### src/rtl/xbus_pkg.sv
// Xbus arbiter shared definitions: bus widths and the arbiter FSM encoding.
package xbus_pkg;

    localparam int XBUS_ADR_W  = 22;
    localparam int XBUS_DATA_W = 32;

    typedef enum logic [1:0] {
        IDLE    = 2'd0,
        REQ     = 2'd1,
        RELEASE = 2'd2
    } xbus_state_e;

endpackage

### src/rtl/xbus_arbiter_if.sv
// Xbus pin bundle. The master modport is the arbiter side and the slave
// modport is the responder side. Address is inverted on the wire and
// acknowledge is active low.
interface xbus_arbiter_if;
    import xbus_pkg::*;

    logic                   rq_n;
    logic                   wrcyc;
    logic [XBUS_ADR_W-1:0]  adr_n;
    logic [XBUS_DATA_W-1:0] bus_out;
    logic                   bus_oe;
    logic [XBUS_DATA_W-1:0] bus_in;
    logic                   ack_n;

    modport master (output rq_n, wrcyc, adr_n, bus_out, bus_oe,
                    input  bus_in, ack_n);
    modport slave  (input  rq_n, wrcyc, adr_n, bus_out, bus_oe,
                    output bus_in, ack_n);
endinterface

### src/rtl/xbus_rr_pick.sv
// Round-robin pick: returns a one-hot winner. The search starts at the
// requester after `last`, so the previous winner has the lowest priority.
module xbus_rr_pick #(
    parameter  int NREQ = 3,
    localparam int IW   = $clog2(NREQ)
) (
    input  logic [NREQ-1:0] req,
    input  logic [IW-1:0]   last,
    output logic [NREQ-1:0] win
);

    logic          found;
    logic [IW-1:0] idx;

    // Scan NREQ positions starting after the last winner; the first pending request wins.
    always_comb begin
        win   = '0;
        found = 1'b0;
        idx   = '0;
        for (int k = 1; k <= NREQ; k++) begin
            idx = IW'((int'(last) + k) % NREQ);
            if (!found && req[idx]) begin
                win[idx] = 1'b1;
                found    = 1'b1;
            end
        end
    end

endmodule

### src/rtl/xbus_arbiter.sv
// Xbus arbiter: grants one of NREQ requesters in round-robin order and runs
// one Xbus transaction with the sequence IDLE -> REQ -> RELEASE.
// The optional no-ack timeout is compiled in with XBUS_ARB_TIMEOUT_EN.
module xbus_arbiter
    import xbus_pkg::*;
#(
    parameter int NREQ       = 3,
    parameter int TMO_CYCLES = 32
) (
    input  logic                        mclk,
    input  logic                        reset_n,
    input  logic [NREQ-1:0]             req,
    input  logic [NREQ-1:0]             req_wr,
    input  logic [NREQ*XBUS_ADR_W-1:0]  req_adr,
    input  logic [NREQ*XBUS_DATA_W-1:0] req_wdata,
    output logic [NREQ-1:0]             gnt,
    output logic [NREQ-1:0]             done,
    output logic                        err,
    output logic [XBUS_DATA_W-1:0]      rdata,
    xbus_arbiter_if.master              xb
);

    localparam int IW = $clog2(NREQ);

    xbus_state_e            state_q, state_d;
    logic [NREQ-1:0]        gnt_q, gnt_d;
    logic [NREQ-1:0]        done_q, done_d;
    logic [IW-1:0]          last_q, last_d;
    logic                   wrcyc_q, wrcyc_d;
    logic [XBUS_ADR_W-1:0]  adr_n_q, adr_n_d;
    logic [XBUS_DATA_W-1:0] bus_out_q, bus_out_d;
    logic [XBUS_DATA_W-1:0] rdata_q, rdata_d;

    logic [NREQ-1:0]        win;
    logic [IW-1:0]          win_idx;

`ifdef XBUS_ARB_TIMEOUT_EN
    localparam int CW = $clog2(TMO_CYCLES + 1);
    logic [CW-1:0] cnt_q, cnt_d;
    logic          err_q, err_d;
`else
    // Keeps TMO_CYCLES referenced when the timeout is compiled out.
    logic unused_tmo;
    assign unused_tmo = ^TMO_CYCLES;
`endif

    xbus_rr_pick #(.NREQ(NREQ)) u_pick (
        .req  (req),
        .last (last_q),
        .win  (win)
    );

    // Convert the one-hot winner to an index for the pointer and the operand muxes.
    always_comb begin
        win_idx = '0;
        for (int i = 0; i < NREQ; i++) begin
            if (win[i]) win_idx = IW'(i);
        end
    end

    // Next-state logic. Grant registers all winner operands; completion drops the grant.
    always_comb begin
        state_d   = state_q;
        gnt_d     = gnt_q;
        done_d    = '0;
        last_d    = last_q;
        wrcyc_d   = wrcyc_q;
        adr_n_d   = adr_n_q;
        bus_out_d = bus_out_q;
        rdata_d   = rdata_q;
`ifdef XBUS_ARB_TIMEOUT_EN
        cnt_d     = cnt_q;
        err_d     = 1'b0;
`endif
        case (state_q)
            IDLE: begin
                // An acknowledge still held low (stuck or late) blocks a new grant.
                if (|req && xb.ack_n) begin
                    state_d   = REQ;
                    gnt_d     = win;
                    last_d    = win_idx;
                    wrcyc_d   = req_wr[win_idx];
                    adr_n_d   = ~req_adr[int'(win_idx)*XBUS_ADR_W +: XBUS_ADR_W];
                    bus_out_d = req_wdata[int'(win_idx)*XBUS_DATA_W +: XBUS_DATA_W];
`ifdef XBUS_ARB_TIMEOUT_EN
                    cnt_d     = '0;
`endif
                end
            end
            REQ: begin
                if (!xb.ack_n) begin
                    if (!wrcyc_q) rdata_d = xb.bus_in;
                    done_d  = gnt_q;
                    gnt_d   = '0;
                    state_d = RELEASE;
`ifdef XBUS_ARB_TIMEOUT_EN
                end else if (cnt_q == CW'(TMO_CYCLES - 1)) begin
                    done_d  = gnt_q;
                    err_d   = 1'b1;
                    gnt_d   = '0;
                    state_d = RELEASE;
                end else begin
                    cnt_d   = cnt_q + CW'(1);
`endif
                end
            end
            RELEASE: begin
                if (xb.ack_n) state_d = IDLE;
            end
            default: state_d = IDLE;
        endcase
    end

    // State and bus registers. Reset abandons any transaction and parks the pointer on NREQ-1.
    always_ff @(posedge mclk or negedge reset_n) begin
        if (!reset_n) begin
            state_q   <= IDLE;
            gnt_q     <= '0;
            done_q    <= '0;
            last_q    <= IW'(NREQ - 1);
            wrcyc_q   <= 1'b0;
            adr_n_q   <= '1;
            bus_out_q <= '0;
            rdata_q   <= '0;
        end else begin
            state_q   <= state_d;
            gnt_q     <= gnt_d;
            done_q    <= done_d;
            last_q    <= last_d;
            wrcyc_q   <= wrcyc_d;
            adr_n_q   <= adr_n_d;
            bus_out_q <= bus_out_d;
            rdata_q   <= rdata_d;
        end
    end

`ifdef XBUS_ARB_TIMEOUT_EN
    // No-ack timeout counter and its error pulse.
    always_ff @(posedge mclk or negedge reset_n) begin
        if (!reset_n) begin
            cnt_q <= '0;
            err_q <= 1'b0;
        end else begin
            cnt_q <= cnt_d;
            err_q <= err_d;
        end
    end
    assign err = err_q;
`else
    assign err = 1'b0;
`endif

    assign gnt        = gnt_q;
    assign done       = done_q;
    assign rdata      = rdata_q;
    assign xb.rq_n    = (state_q != REQ);
    assign xb.bus_oe  = (state_q == REQ) && wrcyc_q;
    assign xb.wrcyc   = wrcyc_q;
    assign xb.adr_n   = adr_n_q;
    assign xb.bus_out = bus_out_q;

endmodule

### src/flat_wrapper.sv
// flat-port wrapper written by rule: the top's interface ports become plain ports
module xbus_arbiter_flat import xbus_pkg::*;
#(
    parameter int NREQ       = 3,
    parameter int TMO_CYCLES = 32
)
  (mclk, reset_n, req, req_wr, req_adr, req_wdata, gnt, done, err, rdata, xb_rq_n, xb_wrcyc, xb_adr_n, xb_bus_out, xb_bus_oe, xb_bus_in, xb_ack_n);
  xbus_arbiter_if xb_i ();
  input  logic mclk;
  input  logic reset_n;
  input  logic [NREQ-1:0] req;
  input  logic [NREQ-1:0] req_wr;
  input  logic [NREQ*XBUS_ADR_W-1:0] req_adr;
  input  logic [NREQ*XBUS_DATA_W-1:0] req_wdata;
  output logic [NREQ-1:0] gnt;
  output logic [NREQ-1:0] done;
  output logic err;
  output logic [XBUS_DATA_W-1:0] rdata;
  output wire logic [$bits(xb_i.rq_n)-1:0] xb_rq_n;
  output wire logic [$bits(xb_i.wrcyc)-1:0] xb_wrcyc;
  output wire logic [$bits(xb_i.adr_n)-1:0] xb_adr_n;
  output wire logic [$bits(xb_i.bus_out)-1:0] xb_bus_out;
  output wire logic [$bits(xb_i.bus_oe)-1:0] xb_bus_oe;
  input wire logic [$bits(xb_i.bus_in)-1:0] xb_bus_in;
  input wire logic [$bits(xb_i.ack_n)-1:0] xb_ack_n;
  assign xb_rq_n = xb_i.rq_n;
  assign xb_wrcyc = xb_i.wrcyc;
  assign xb_adr_n = xb_i.adr_n;
  assign xb_bus_out = xb_i.bus_out;
  assign xb_bus_oe = xb_i.bus_oe;
  assign xb_i.bus_in = xb_bus_in;
  assign xb_i.ack_n = xb_ack_n;
  xbus_arbiter #(.NREQ(NREQ), .TMO_CYCLES(TMO_CYCLES)) u_core (.mclk(mclk), .reset_n(reset_n), .req(req), .req_wr(req_wr), .req_adr(req_adr), .req_wdata(req_wdata), .gnt(gnt), .done(done), .err(err), .rdata(rdata), .xb(xb_i));
endmodule
### config.mk
export PLATFORM = sky130hd
export DESIGN_NAME = xbus_arbiter_flat
export DESIGN_NICKNAME = d
export VERILOG_FILES = /design/src/rtl/xbus_pkg.sv /design/src/rtl/xbus_arbiter_if.sv /design/src/rtl/xbus_rr_pick.sv /design/src/rtl/xbus_arbiter.sv /design/src/flat_wrapper.sv
export SDC_FILE = /design/constraint.sdc
export NUM_CORES = 1
export LEC_CHECK = 0
export ABC_AREA = 1
export BUFFER_PORTS_ARGS = -buffer_cell sky130_fd_sc_hd__buf_4
export CAP_MARGIN = 20
export CORE_UTILIZATION = 46
export CTS_CLUSTER_SIZE = 20
export DETAILED_ROUTE_END_ITERATION = 8
export PLACE_DENSITY = 0.79
export REMOVE_ABC_BUFFERS = 1
export SETUP_SLACK_MARGIN = 0.5
export SLEW_MARGIN = 25
export SYNTH_ARGS = -nofsm -noshare
export SYNTH_HDL_FRONTEND = slang
export SYNTH_SLANG_ARGS = --single-unit
### constraint.sdc
create_clock -name mclk -period 2.3 [get_ports mclk]
set_input_delay 0.46 -clock mclk [delete_from_list [all_inputs] [get_ports mclk]]
set_output_delay 0.46 -clock mclk [all_outputs]
set_load 0.03 [all_outputs]
======== After elaboration in Yosys (flattened, before gate mapping) ========
Cells that the tools add are included.
word-level totals
  logic and storage cells ................. 81
  input port bits ......................... 203
  register bits ........................... 97
cells by class
  $mul .................................... 1
  order comparisons ....................... 7
  div/mod/pow operators ................... 3
  equal/unequal tests ..................... 6
  shifts and indexed selects .............. 2
  mux-type cells .......................... 30
  bitwise logic cells ..................... 5
  reductions and logical operators ........ 16
  add/subtract/negate cells ............... 3
operators by type and width
  operator                                                                             count
  32-bit by 3-bit modulo with 32-bit output, second input constant                     3
  96-bit by 8-bit variable part select with 32-bit output                              1
  66-bit by 32-bit variable part select with 22-bit output                             1
  22-bit NOT                                                                           1
  3-bit two-way mux                                                                    7
  2-bit by 3-bit < comparator with 1-bit output, second input constant                 4
  1-bit two-way mux                                                                    10
  3-bit AND reduction                                                                  3
  1-bit binary-select mux with 2-bit select                                            4
  2-bit two-way mux                                                                    4
  1-bit logical AND                                                                    7
  2-bit by 2-bit adder with 3-bit output, second input constant                        2
  1-bit demux with 2-bit select                                                        3
  2-bit by 1-bit greater-or-equal comparator with 1-bit output, second input constant  3
  2-bit by 4-bit multiplier with 6-bit output, second input constant                   1
  3-bit bitwise OR                                                                     2
  2-bit case mux with 3 select lines                                                   1
  3-bit case mux with 2 select lines                                                   1
  2-bit by 1-bit inequality test with 1-bit output, second input constant              2
  2-bit inequality test, second input constant                                         2
  2-bit by 1-bit adder with 3-bit output, second input constant                        1
  3-bit OR reduction                                                                   1
  2-bit by 1-bit equality test with 1-bit output, second input constant                1
  2-bit equality test, second input constant                                           1
  5 further kinds                                                                      7

======== Longest topological paths before layout ========
Gate-level depths: netlist of run 1.
  word-level depth ........................ 16
  gate-level depth with buffers ........... 16

======== By module ========
A second synthesis of run 1 with hierarchy kept.
second synthesis, totals
  cells, all modules ...................... 829
  area, all modules ....................... 5542.8 sq um
modules (own cells, without submodules)
  module        area an instance (sq um)  instances  cells each
  xbus_arbiter  5307.6                    1          785
  xbus_rr_pick  235.2                     1          44

======== Worst setup path before layout of run 1 ========
Ideal clock, no wire load.
  path type ............................... reg2reg
  start point ............................. reg u_core.last_q[1]
  end point ............................... reg u_core.bus_out_q[0], in the netlist u_core.xb.bus_out[0]
  setup time .............................. 0.116 ns
  period minus slack after synthesis ...... 1.983 ns
  stages on the path, launching flop included .. 16
  required time ........................... 2.184 ns
  path slack .............................. 0.317 ns
  arrival ................................. 1.867 ns
  cell sequence ........................... dfstp_2 ha_1 inv_2 nand2_2 nand3_2 nand2_4 nand2_2 nand2_2 nand2_4 nand2_8 buf_12 buf_12 nand3_1 nand2_1 inv_1 nand2_1
on the way
  word-level cells in the longest chain between the ends .. 14
  elaborated cells between the ends (all ways) .. 41
ends and longest elaborated chain
  item                                                                                         line                                    RTL
  from (decl)                                                                                  xbus_arbiter.sv:28                      logic [IW-1:0] last_q, last_d;
  from (signal assigned)                                                                       xbus_arbiter.sv:120                     last_q <= IW'(NREQ - 1);
  from (signal assigned)                                                                       xbus_arbiter.sv:129                     last_q <= last_d;
  2-bit by 1-bit adder with 3-bit output                                                       xbus_rr_pick.sv:21                      idx = IW'((int'(last) + k) % NREQ);
  32-bit by 3-bit modulo with 32-bit output                                                    xbus_rr_pick.sv:21
  2-bit by 3-bit < comparator with 1-bit output (not written as such) (tied with other cells)  xbus_rr_pick.sv:23                      win[idx] = 1'b1;
  1-bit logical AND (not written as such) / 1-bit two-way mux (equally long branches)          xbus_rr_pick.sv:23, xbus_rr_pick.sv:22
  1-bit two-way mux, on equally long branches                                                  xbus_rr_pick.sv:23, xbus_rr_pick.sv:22
  1-bit demux with 2-bit select / 1-bit zero test (equally long branches)                      xbus_rr_pick.sv:23, xbus_rr_pick.sv:22
  3-bit two-way mux / 1-bit logical AND (equally long branches)                                xbus_rr_pick.sv:22                      if (!found && req[idx]) begin
  3-bit bitwise OR (no line) / 1-bit two-way mux (equally long branches)                       n/a
  3-bit two-way mux / 1-bit zero test (equally long branches)                                  xbus_rr_pick.sv:22
  3-bit bitwise OR (no line) / 1-bit logical AND (equally long branches)                       n/a
  3-bit two-way mux *                                                                          xbus_rr_pick.sv:22
  1-bit two-way mux                                                                            xbus_arbiter.sv:57                      if (win[i]) win_idx = IW'(i);
  2-bit two-way mux *                                                                          xbus_arbiter.sv:57
  96-bit by 8-bit variable part select with 32-bit output *                                    xbus_arbiter.sv:84                      bus_out_d = req_wdata[int'(win_idx)*XBUS_DATA_W +: XBUS_DATA_W];
  to (signal assigned)                                                                         xbus_arbiter.sv:132                     bus_out_q <= bus_out_d;
  to (decl)                                                                                    xbus_arbiter.sv:31                      logic [XBUS_DATA_W-1:0] bus_out_q, bus_out_d;
Mark *: on every way between the ends. The rest lies on a longest branch, timed or not. The select of a mux whose other input is x is not followed.
A chain may end at the register's enable or synchronous reset.

======== Final worst setup path of run 1 ========
  start point ............................. reg u_core.last_q[1]
  end point ............................... reg u_core.adr_n_q[13], in the netlist u_core.xb.adr_n[13]
on the way
  word-level cells in the longest chain between the ends .. 16
  elaborated cells between the ends (all ways) .. 43
ends and longest elaborated chain
  item                                                                                         line                                    RTL
  2-bit by 1-bit adder with 3-bit output                                                       xbus_rr_pick.sv:21
  32-bit by 3-bit modulo with 32-bit output                                                    xbus_rr_pick.sv:21
  2-bit by 3-bit < comparator with 1-bit output (not written as such) (tied with other cells)  xbus_rr_pick.sv:23
  1-bit logical AND (not written as such) / 1-bit two-way mux (equally long branches)          xbus_rr_pick.sv:23, xbus_rr_pick.sv:22
  1-bit two-way mux, on equally long branches                                                  xbus_rr_pick.sv:23, xbus_rr_pick.sv:22
  1-bit demux with 2-bit select / 1-bit zero test (equally long branches)                      xbus_rr_pick.sv:23, xbus_rr_pick.sv:22
  3-bit two-way mux / 1-bit logical AND (equally long branches)                                xbus_rr_pick.sv:22
  3-bit bitwise OR (no line) / 1-bit two-way mux (equally long branches)                       n/a
  3-bit two-way mux / 1-bit zero test (equally long branches)                                  xbus_rr_pick.sv:22
  3-bit bitwise OR (no line) / 1-bit logical AND (equally long branches)                       n/a
  3-bit two-way mux *                                                                          xbus_rr_pick.sv:22
  1-bit two-way mux                                                                            xbus_arbiter.sv:57
  2-bit two-way mux *                                                                          xbus_arbiter.sv:57
  2-bit by 4-bit multiplier with 6-bit output *                                                xbus_arbiter.sv:83                      adr_n_d = ~req_adr[int'(win_idx)*XBUS_ADR_W +: XBUS_ADR_W];
  66-bit by 32-bit variable part select with 22-bit output *                                   xbus_arbiter.sv:83
  22-bit NOT *                                                                                 xbus_arbiter.sv:83
  to (signal assigned)                                                                         xbus_arbiter.sv:131                     adr_n_q <= adr_n_d;
  to (decl)                                                                                    xbus_arbiter.sv:30                      logic [XBUS_ADR_W-1:0] adr_n_q, adr_n_d;
Marks and branches as above.

==> summary.md, run 1 <==
| Metric | Value |
|---|---|
| Crit path DAT | `2.44 ns` |
| Vias per cell | `4.86` |
| RR Endpoint | `u_core.xb.adr_n[13]$_DFFE_PN1P_` |
| Final hold violation count | `0` |
| I/O Buffers | `297` |
| Share of post-route cells with drive strength above 1 | `46.2%` |
| Drt drc | `0` |
| Final period utilization | `94.2%` |
| Total gr overflow | `0` |
| Critical-path maximum fanout | `7` |
| Die H | `115 um` |
| PD cells | `1580 mW/mm2` |
| WP data required | `2.57 ns` |
| Root Driver | `clkbuf_16` |
| Initial core utilization | `48.1%` |
| Synth Register Bits | `97` |
| Cell count after placement | `1,206` |
| Initial antenna violation count | `0` |
| DP Wirelength | `13,700 um` |
| Crit path largest cell delay | `0.58 ns` |
| Rows | `40` |
| Post-Syn Area per Cell | `7.75 um2` |
| I/O Pins | `299` |
| Detailed Routing Iterations Pass 1 | `5` |
| Synthesized area | `0.00589 mm2` |
| Final #Nets | `1,275` |
| Drt total wl | `19,900 um` |
| Gr busiest metal | `met2` |
| Slowest-stage cell, CP | `dfstp_2` |
| Worst hold path class | `in2async` |
| Largest net degree at the start of global routing | `64` |
| Pleak | `5.00 nW` |
| CP Capture Type | `flop` |
| Clock sink count | `97` |
| Met1 GRT Util | `34.3%` |
| Synth Instances | `760` |
| First-pass GRT wire length | `29,500 um` |
| Crit path kind | `reg2reg` |
| Cell family with most CP delay | `simple AND/OR/NAND/NOR gates` |
| Fin crit period | `2.17 ns` |
| Post-layout instance area | `0.00894 mm2` |
| WL per Instance | `16.0 um` |
| Yosys cell types | `35` |
| Total die area | `0.0133 mm2` |
| H-tree depth | `3` |
| # diodes | `0` |
| Final instance count without filler cells | `1,241` |
| Fin Clk Skew | `0.0144 ns` |
| CORE AREA | `0.0123 mm2` |
| Pins Over Slew Limit | `0` |
| Worst vdd ir | `0.000915 V` |
| CTS Buffer Depth | `2` |
| Total GRT Usage | `28.9%` |
| Outcome | `completed` |
| Clock Latency Late Sink | `0.35 ns` |
| Setup repair after global routing missed its margin | `yes` |
| Grt met3 use | `5.43%` |
| CTS tree | `done` |
| Area Growth Syn to Fin | `51.8%` |
| Critical path buffers and inverters | `3` |
| Setup slack, reg-to-reg | `0.13 ns` |
| Fill cell count | `991` |
| Routed Antenna Nets | `0` |
| Placed Area | `0.00825 mm2` |
| Die W | `115 um` |
| GPL Wtd Cong | `0.850` |
| Max cap viols | `0` |
| Number of CTS-inserted buffers | `9` |
| CTS clk-pin slew, worst paths | `0.08 ns` |
| Reg2Reg Depth | `12` |
| Met2 GRT Util | `51.5%` |
| Post-synthesis sequential area ratio | `41.7%` |
| Reg-to-Reg Start | `u_core.last_q[1]$_DFFE_PN1P_` |
| Most frequent cells in the layout | `buf_4, nand2_1, inv_1` |
| Vias | `6,026` |
| Vias in the first global route | `5,948` |
| Worst setup SP type | `flop` |
| Drt initial violations | `333` |
| Yosys warnings | `0` |
| Fmax | `0.462 GHz` |
| Final setup fails | `0` |
| Most common cell after layout, fill and taps aside | `buf_4` |
| CP Cell Sequence | `ha_4 > buf_4 > a21oi_1 > nand3_2 > nand2_4 > nand2_8 > buf_6 > nor2_4 > buf_6 > nand2_2 > nand2_1 > nand2_1` |
what timing repair did:
item                       CTS  global route
pin swaps                   15            18
gates resized for setup     44            18
hold buffers                 0             0
gates cloned                 2             4
setup endpoints to repair   61            61
setup buffers               10             3
synth_stat cells:
| master | instances | area share, % |
|---|---|---|
| dfstp_2 | 23 | 10 |
| nand3b_1 | 17 | 2.2 |
| nor2_1 | 6 | 0.38 |
| nand2_8 | 1 | 0.34 |
| nor2_4 | 2 | 0.38 |
| inv_2 | 6 | 0.38 |
| nor2_2 | 1 | 0.11 |
| conb_1 | 1 | 0.064 |
| nand3_4 | 1 | 0.30 |
| buf_8 | 3 | 0.76 |
| nand2_4 | 3 | 0.57 |
| buf_12 | 2 | 0.68 |
| o22ai_1 | 1 | 0.11 |
| a21oi_1 | 56 | 4.8 |
| nand4_1 | 1 | 0.11 |
| inv_1 | 135 | 8.6 |
| buf_2 | 9 | 0.76 |
| nor3_1 | 1 | 0.085 |
| ha_1 | 4 | 0.85 |
| nand3_1 | 13 | 1.1 |
| nand2_1 | 292 | 19 |
| nor4_4 | 1 | 0.36 |
| clkbuf_1 | 7 | 0.45 |
| o21ai_1 | 1 | 0.085 |
| o21ai_0 | 7 | 0.59 |
| buf_4 | 8 | 1.0 |
| nand4_4 | 1 | 0.36 |
| buf_6 | 5 | 0.96 |
| buf_1 | 3 | 0.19 |
| nand2_2 | 5 | 0.53 |
| mux2_2 | 32 | 6.1 |
| dfrtp_1 | 74 | 31 |
| nand3_2 | 31 | 5.3 |
| nand3b_2 | 6 | 1.1 |
| o21ai_2 | 1 | 0.15 |
flip-flops by register name, indices dropped and copies added, names as in the netlist:
name and count:
u_core.last_q 2, u_core.done 3, u_core.xb.bus_out 32, u_core.rdata 32, u_core.xb.wrcyc 1, u_core.state_q 2, u_core.xb.adr_n 22, u_core.gnt 3
cells by family after synthesis:
family | synth area share (%)
AND/OR/NAND/NOR | 31.8
buffers and inverters | 13.8
flip-flops | 41.7
AO/OA/AOI/OAI | 5.69
multiplexers | 6.11
adder cells (fa/ha/maj) | 0.849
other | 0.0636
power breakdown:
| part | switching (mW) | internal [mW] | total [mW] | leakage [nW] |
|---|---|---|---|---|
| combinational | 5.77 | 3.80 | 9.57 | 3.72 |
| clock | 0.690 | 0.739 | 1.43 | 0.125 |
| sequential | 0.483 | 2.69 | 3.17 | 1.15 |
routing by layer:
| layer | wire [um] | part of all wire, % | up-vias |
|---|---|---|---|
| met3 | 1460 | 7.4 | 37 |
| met1 | 7870 | 40 | 2786 |
| met5 | 0 | 0 | - |
| li1 | - | - | 2918 |
| met4 | 598 | 3.0 | 0 |
| met2 | 9960 | 50 | 285 |
worst max path at each step:
| stage | startpoint | to | slack (ns) | cells after the start |
|---|---|---|---|---|
| detailed placement | u_core.last_q[1]$_DFFE_PN1P_ | u_core.xb.adr_n[13]$_DFFE_PN1P_ | 0.003 | 13 |
| CTS | u_core.last_q[1]$_DFFE_PN1P_ | u_core.xb.bus_out[24]$_DFFE_PN0P_ | 0.22 | 13 |
| global route | u_core.last_q[1]$_DFFE_PN1P_ | u_core.xb.bus_out[24]$_DFFE_PN0P_ | 0.06 | 14 |
| floorplan | xb_ack_n | u_core.gnt[1]$_DFFE_PN0P_ | -2.01 | 5 |
| finish | u_core.last_q[1]$_DFFE_PN1P_ | u_core.xb.adr_n[13]$_DFFE_PN1P_ | 0.13 | 12 |
| global placement | u_core.last_q[1]$_DFFE_PN1P_ | u_core.xb.adr_n[14]$_DFFE_PN1P_ | 0.07 | 11 |
through the flow:
step	setup TNS [ns]	hold WS, ns	setup WS (ns)	utilization, %	total power [mW]
after floorplan	-116.81	0.164	-2.01	-	8.14
after global placement	0	0.448	0.0703	67.3	11.2
after detailed placement	0	0.444	0.00329	67.3	11.3
after global routing	0	0.104	0.0610	72.9	15.0
final	0	0.0725	0.134	72.9	14.2
after CTS	0	0.0765	0.220	71.6	13.6
area by class of cell:
cell class / instances / area, um2 / share of cell area, %
multi-input combinational: 486 / 2770 / 30.9
timing repair buffer: 333 / 2700 / 30.2
sequential: 97 / 2460 / 27.5
inverter: 141 / 537 / 6.00
clock buffer: 10 / 229 / 2.56
tap: 168 / 210 / 2.35
clock inverter: 6 / 45.0 / 0.504
Power figures use the tool's default switching activity.
==> run 2: changes to the inputs <==
--- a/config.mk
+++ b/config.mk
@@ -11,6 +11,7 @@
 export CORE_UTILIZATION = 46
 export CTS_CLUSTER_SIZE = 20
 export DETAILED_ROUTE_END_ITERATION = 8
+export MAX_ROUTING_LAYER = met4
 export PLACE_DENSITY = 0.79
 export REMOVE_ABC_BUFFERS = 1
 export SETUP_SLACK_MARGIN = 0.5
==> run 2 against run 1 <==
  * Sequential share of layout area barely moved
  * Utilization rose by 0.092 points
  * Clock skew barely moved
  * Sequential power barely moved
  * Clock power barely moved
  * Combinational power barely moved
  * First-iteration DRC count fell by 6.6%
  * Highest routed layer unchanged
  * Routed wire length rose by 0.74%
==> summary.md, run 2 (synthesized netlist as in run 1, its figures left out) <==
| Metric | Value |
|---|---|
| Total gr overflow | `0 (unchanged)` |
| Critical-path maximum fanout | `7 (unchanged)` |
| Vias per cell | `4.86 (about the same)` |
| CTS clk-pin slew, worst paths | `0.07 ns (about the same)` |
| Pre-CTS WS | `0.00329 ns (unchanged)` |
| Vias | `6,028 (+0.033%)` |
| PD cells | `1580 mW/mm2 (-0.32%)` |
| Outcome | `completed` |
| Final period utilization | `92.6% (-1.6 points)` |
| Detailed Routing Iterations Pass 1 | `5 (unchanged)` |
| Fin crit period | `2.13 ns (-0.0378 ns)` |
| Area Growth Syn to Fin | `52.0%` |
| CTS tree | `done` |
| Cell family with most CP delay | `simple AND/OR/NAND/NOR gates` |
| CTS Buffer Depth | `2 (unchanged)` |
| CP Capture Type | `flop` |
| Drt initial violations | `311 (-6.6%)` |
| CTS hold repair buffers | `0 (unchanged)` |
| Setup repair after global routing missed its margin | `yes` |
| CORE AREA | `0.0123 mm2 (unchanged)` |
| Clock Latency Late Sink | `0.35 ns (about the same)` |
| Die W | `115 um (unchanged)` |
| First-pass GRT wire length | `29,500 um (+0.12%)` |
| Die H | `115 um (unchanged)` |
| Internal power | `7.19 mW (-0.52%)` |
| Worst setup SP type | `flop` |
| Final setup fails | `0 (unchanged)` |
| Number of CTS-inserted buffers | `9 (unchanged)` |
| Reg2Reg Depth | `15 (+3)` |
| Routed wl met2 | `9910 um (-0.49%)` |
| Slowest-stage cell, CP | `dfstp_2` |
| I/O Pins | `299 (unchanged)` |
| Total GRT Usage | `29.9% (+1.0 points)` |
| Worst vdd ir | `0.000923 V (+0.88%)` |
| Logic gate share of total power | `67.5% (about the same)` |
| Number of cells on the critical path | `15 (+3)` |
| CP Cell Sequence | `ha_4 > inv_4 > nand2_2 > nand3_2 > nand2_4 > nand2_2 > nand2_2 > nand2_4 > nand2_8 > buf_6 > nor2_4 > buf_6 > nand2_2 > nand2_1 > nand2_1` |
| Routed met3 length | `1490 um (+2.0%)` |
| Total die area | `0.0133 mm2 (unchanged)` |
| Drt drc | `0 (unchanged)` |
| Root Driver | `clkbuf_16` |
| WL per Instance | `16.1 um (+0.74%)` |
| Worst hold path class | `in2async` |
| H-tree depth | `3 (unchanged)` |
| Fill cell count | `992 (+0.10%)` |
| Drt total wl | `20,000 um (+0.74%)` |
| Share of post-route cells with drive strength above 1 | `46.3% (+0.093 points)` |
| Crit path kind | `reg2reg` |
| Fin Clk Skew | `0.0145 ns (+0.000126 ns)` |
| Critical path buffers and inverters | `3 (unchanged)` |
| # diodes | `0 (unchanged)` |
| Clock sink count | `97 (unchanged)` |
| GPL Wtd Cong | `0.864 (+1.6%)` |
| Largest net degree at the start of global routing | `64 (unchanged)` |
| Post-Route M1 WL | `7970 um (+1.3%)` |
| DP Wirelength | `13,700 um (unchanged)` |
| Initial antenna violation count | `0 (unchanged)` |
| Routed Antenna Nets | `0 (unchanged)` |
| Max cap viols | `0 (unchanged)` |
| Final hold violation count | `0 (unchanged)` |
| Initial core utilization | `48.1% (unchanged)` |
| Rows | `40 (unchanged)` |
| Crit path DAT | `2.40 ns (-0.04 ns)` |
| Pins Over Slew Limit | `0 (unchanged)` |
| I/O Buffers | `297 (unchanged)` |
| Most frequent cells in the layout | `buf_4, nand2_1, inv_1` |
| Fmax | `0.470 GHz (+1.8%)` |
| Setup ws final | `0.171 ns (+0.0378 ns)` |
| Post-layout instance area | `0.00895 mm2 (+0.13%)` |
| Max layer used | `met4` |
| Crit path largest cell delay | `0.58 ns (about the same)` |
| Pleak | `5.01 nW (+0.25%)` |
| Switching share of power | `49.2% (+0.17 points)` |
| Placed Area | `0.00825 mm2 (unchanged)` |
| Sequential share of power | `22.4% (about the same)` |
| Clock network fraction of total power | `10.1% (about the same)` |
| Worst path most repeated cell | `nand2_2` |
| Vias in the first global route | `5,920 (-0.47%)` |
| WP data required | `2.57 ns (about the same)` |
| Most common cell after layout, fill and taps aside | `buf_4` |
| P_sw | `6.95 mW (+0.16%)` |
| Final #Nets | `1,275 (unchanged)` |
[run 2: changes by cell type in the layout (fill, tap and decap cells not counted)]
| cell | before | now |
|---|---|---|
| nand2_2 | 26 | 23 |
| nand2_4 | 2 | 4 |
| a21oi_1 | 55 | 54 |
| a21oi_2 | 1 | 2 |
| inv_1 | 131 | 130 |
| inv_2 | 7 | 8 |
| nand2_1 | 270 | 271 |
[run 2: stage by stage]
step | utilization, % | hold WS (ns) | instances | power (mW) | TNS [ns]
after global placement | 67.3 | 0.448 | 1206 | 11.2 | 0
final | 73.0 | 0.0726 | 1241 | 14.1 | 0
after CTS | 71.6 | 0.0765 | 1234 | 13.6 | 0
after detailed placement | 67.3 | 0.444 | 1206 | 11.3 | 0
after global routing | 73.0 | 0.0996 | 1241 | 15.0 | 0
after floorplan | - | 0.164 | 723 | 8.14 | -116.81
[run 2: power groups by stage]
stage                     clock network [mW]  logic, mW  registers, mW
final                                   1.42       9.55           3.17
after global routing                    1.50       10.2           3.26
after CTS                               1.44       8.99           3.16
after detailed placement                   0       8.13           3.16
after global placement                     0       8.01           3.15
after floorplan                            0       3.43           4.71
[run 2: worst register-to-register path, delay by kind of cell (launching register included)]
family	cells	cell delay, ns
adders and majority gates	1	0.25
buffers and inverters	3	0.38
DFF	1	0.58
and+or+nand+nor	11	0.87
[run 2: path summary, 6_finish.rpt]
path	slack [ns]	end	from
min in group mclk	0.32	u_core.xb.adr_n[3]$_DFFE_PN1P_	req_adr[25]
hold / removal	0.07	u_core.rdata[31]$_DFFE_PN0P_	reset_n
max in group asynchronous	1.45	u_core.xb.adr_n[2]$_DFFE_PN1P_	reset_n
hold reg to reg	0.51	u_core.rdata[25]$_DFFE_PN0P_	u_core.rdata[25]$_DFFE_PN0P_
setup reg to reg	0.17	u_core.xb.adr_n[13]$_DFFE_PN1P_	u_core.last_q[1]$_DFFE_PN1P_
setup / recovery	0.17	u_core.xb.adr_n[13]$_DFFE_PN1P_	u_core.last_q[1]$_DFFE_PN1P_
[run 2: area by class of cell]
cell class	instances	area (um2)	area share, %
multi-input cells	486	2780	31.0
repair buffers	333	2700	30.2
flip-flops and latches	97	2460	27.4
inverters	141	537	5.99
clock buffers	10	229	2.56
well taps	168	210	2.35
clock inverters	6	45.0	0.503
[run 2: routing by layer]
layer,vias to the layer above,GRT usage [%]
li1,2918,-
met1,2792,34.8
met2,275,51.3
met3,43,5.06
met4,0,11.9
met5,-,-
[run 2: what timing repair did]
action / 4_1_cts / 5_1_grt
setup endpoints to repair: 61 / 61
endpoints found under the hold margin: 0 / 0
gates resized for setup: 44 / 21
buffers inserted: 10 / 3
cloned: 2 / 4
pin swaps: 15 / 19
==> run 3: changes to the inputs <==
--- a/config.mk
+++ b/config.mk
@@ -6,13 +6,15 @@
 export NUM_CORES = 1
 export LEC_CHECK = 0
 export ABC_AREA = 1
+export ABC_CLOCK_PERIOD_IN_PS = 2300
 export BUFFER_PORTS_ARGS = -buffer_cell sky130_fd_sc_hd__buf_4
 export CAP_MARGIN = 20
-export CORE_UTILIZATION = 46
+export CORE_ASPECT_RATIO = 1.2
+export CORE_UTILIZATION = 40
 export CTS_CLUSTER_SIZE = 20
 export DETAILED_ROUTE_END_ITERATION = 8
 export MAX_ROUTING_LAYER = met4
-export PLACE_DENSITY = 0.79
+export PLACE_DENSITY = 0.7
 export REMOVE_ABC_BUFFERS = 1
 export SETUP_SLACK_MARGIN = 0.5
 export SLEW_MARGIN = 25
==> run 3 against run 2 <==
  * Critical path depth fell by 3
  * Routed wire length fell by 2.5%
  * Non-clock buffer count rose by 9
  * Clock skew fell by 0.0083 ns
  * Combinational power rose by 2%
  * Power rose by 1.6%
  * Register-to-register slack barely moved
  * Clock power rose by 5%
  * First-iteration DRC count rose by 4.2%
  * Count of clock-buffer cells in the layout fell by 1
==> summary.md, run 3 (synthesized netlist as in run 1, its figures left out) <==
| Metric | Value |
|---|---|
| Outcome | `completed` |
| DP Wirelength | `13,600 um (-0.61%)` |
| Gr busiest metal | `met2` |
| FF/Latch Area | `0.00246 mm2 (unchanged)` |
| Clock Latency Late Sink | `0.36 ns (about the same)` |
| Fin Clk Skew | `0.00627 ns (-0.00826 ns)` |
| Final instance count without filler cells | `1,257 (+1.3%)` |
| First-pass GRT wire length | `29,900 um (+1.3%)` |
| Final setup fails | `0 (unchanged)` |
| CTS clk-pin slew, worst paths | `0.07 ns (about the same)` |
| Most common cell after layout, fill and taps aside | `buf_4` |
| Worst vdd ir | `0.000871 V (-5.6%)` |
| I/O Buffers | `297 (unchanged)` |
| Share of post-route cells with drive strength above 1 | `46.2% (-0.11 points)` |
| Crit path kind | `reg2reg` |
| Initial antenna violation count | `0 (unchanged)` |
| Area Growth Syn to Fin | `54.3%` |
| Pleak | `5.07 nW (+1.2%)` |
| Initial core utilization | `40.9% (-7.2 points)` |
| Total gr overflow | `0 (unchanged)` |
| Area of the multi-input gates | `0.00276 mm2 (-0.54%)` |
| Number of CTS-inserted buffers | `9 (unchanged)` |
| Max cap viols | `0 (unchanged)` |
| Fin crit period | `2.14 ns (+0.0105 ns)` |
| WL per Instance | `15.5 um (-3.7%)` |
| Largest net degree at the start of global routing | `52 (-19%)` |
| GPL Wtd Cong | `0.895 (+3.6%)` |
| Drt initial violations | `324 (+4.2%)` |
| Die W | `113 um (-2.1%)` |
| Fmax | `0.467 GHz (-0.49%)` |
| Routed Antenna Nets | `0 (unchanged)` |
| CTS tree | `done` |
| Most frequent cells in the layout | `buf_4, nand2_1, inv_1` |
| Crit path DAT | `2.39 ns (about the same)` |
| Root Driver | `clkbuf_16` |
| Slowest-stage cell, CP | `dfstp_2` |
| Rows | `48 (+20%)` |
| Post-layout instance area | `0.00909 mm2 (+1.6%)` |
| Drt drc | `0 (unchanged)` |
| Vias per cell | `4.73 (-2.7%)` |
| Setup repair after global routing missed its margin | `yes` |
| Vias | `5,943 (-1.4%)` |
| Overall power | `14.4 mW (+1.6%)` |
| Pins Over Slew Limit | `0 (unchanged)` |
| PD cells | `1580 mW/mm2 (about the same)` |
| Worst setup SP type | `flop` |
| CP Capture Type | `flop` |
| Met2 GRT Util | `44.4% (-6.9 points)` |
| WP data required | `2.55 ns (-0.02 ns)` |
| Total GRT Usage | `26.3% (-3.6 points)` |
| CP Cell Sequence | `ha_2 > inv_2 > nand2_1 > nand3_1 > nand2_2 > nand4_1 > nand2_8 > buf_12 > buf_16 > a21oi_1 > nand2_1 > nand2_1` |
| Critical-path maximum fanout | `14 (+7)` |
| Total die area | `0.0152 mm2 (+15%)` |
| Worst hold path class | `in2reg` |
| Placed Area | `0.00831 mm2 (+0.74%)` |
| Drt total wl | `19,500 um (-2.5%)` |
| Crit path largest cell delay | `0.58 ns (about the same)` |
| CORE AREA | `0.0144 mm2 (+18%)` |
| Critical path buffers and inverters | `3 (unchanged)` |
| # diodes | `0 (unchanged)` |
| Worst path most repeated cell | `nand2_1` |
| Final hold violation count | `0 (unchanged)` |
| Cell family with most CP delay | `simple AND/OR/NAND/NOR gates` |
| Met1 GRT Util | `30.6% (-4.2 points)` |
| Final #Nets | `1,284 (+0.71%)` |
| Clock sink count | `97 (unchanged)` |
| Vias in the first global route | `5,832 (-1.5%)` |
| CTS Buffer Depth | `2 (unchanged)` |
| Detailed Routing Iterations Pass 1 | `4 (-1)` |
| Cell count after placement | `1,215 (+0.75%)` |
| Fill cell count | `1,278 (+29%)` |
| Grt met3 use | `4.04% (-1.0 points)` |
| H-tree depth | `3 (unchanged)` |
| Die H | `135 um (+17%)` |
| I/O Pins | `299 (unchanged)` |
| Final period utilization | `93.0% (+0.46 points)` |
run 3: cell count changes in the layout (fill, tap and decap cells not counted), moves of 3 or more:
cell,previous run,this run
buf_12,5,11
buf_4,312,319
buf_6,10,6
nand2_1,271,283
nand2_2,23,13
o21ai_1,3,0
o21ai_2,0,3
run 3: layout make-up:
class / instances / area share, %
clock inverter: 7 / 0.674
tap: 175 / 2.41
clock buffer: 9 / 2.48
multi-input combinational: 486 / 30.4
inverter: 141 / 5.90
sequential: 97 / 27.0
timing repair buffer: 342 / 31.2
run 3: power breakdown:
group / switching (mW) / internal (mW) / total, mW
clock: 0.735 / 0.757 / 1.49
combinational: 5.71 / 4.02 / 9.73
sequential: 0.467 / 2.69 / 3.16
total: 6.91 / 7.47 / 14.4
run 3: metal layers:
metal | up-vias | wire [um]
li1 | 2941 | -
met1 | 2744 | 7650
met2 | 209 | 10100
met3 | 49 | 1050
met4 | 0 | 760
met5 | - | 0
run 3: worst paths after layout:
kind / slack (ns) / cells past startpoint / startpoint / endpoint
worst max register to register: 0.16 / 12 / u_core.last_q[1]$_DFFE_PN1P_ / u_core.xb.bus_out[25]$_DFFE_PN0P_
worst max-delay path: 0.16 / 12 / u_core.last_q[1]$_DFFE_PN1P_ / u_core.xb.bus_out[25]$_DFFE_PN0P_
min in group asynchronous: 0.51 / 2 / reset_n / u_core.rdata[19]$_DFFE_PN0P_
max in group asynchronous: 1.11 / 3 / reset_n / u_core.xb.bus_out[24]$_DFFE_PN0P_
worst min register to register: 0.51 / 1 / u_core.rdata[8]$_DFFE_PN0P_ / u_core.rdata[8]$_DFFE_PN0P_
worst min-delay path: 0.32 / 4 / req_adr[25] / u_core.xb.adr_n[3]$_DFFE_PN1P_
run 3: through the flow:
| step | TNS [ns] | setup slack [ns] | util, % | hold slack (ns) |
|---|---|---|---|---|
| 3_3_place_gp | 0 | 0.0388 | 57.6 | 0.349 |
| 2_1_floorplan | -116.81 | -2.01 | - | 0.164 |
| 4_1_cts | 0 | 0.195 | 62.4 | 0.309 |
| 5_1_grt | 0 | 0.0403 | 63.1 | 0.313 |
| 6_report | 0 | 0.161 | 63.1 | 0.317 |
| 3_5_place_dp | -0.0139 | -0.0139 | 57.6 | 0.351 |
run 3: worst reg2reg max path: cells and delay by family, from the launching register on:
kind | cells | cell delay, ns
and+or+nand+nor | 7 | 0.82
AOI/OAI and AO/OA | 1 | 0.07
DFF | 1 | 0.58
buffers and inverters | 3 | 0.33
adders and majority gates | 1 | 0.25
run 3: repair_timing:
action	4_1_cts	5_1_grt
pin swaps	15	6
endpoints found under the hold margin	16	0
cloned	4	1
gates resized for setup	47	12
endpoints found under the setup margin	61	61
hold buffers	1	0
buffers inserted	13	7
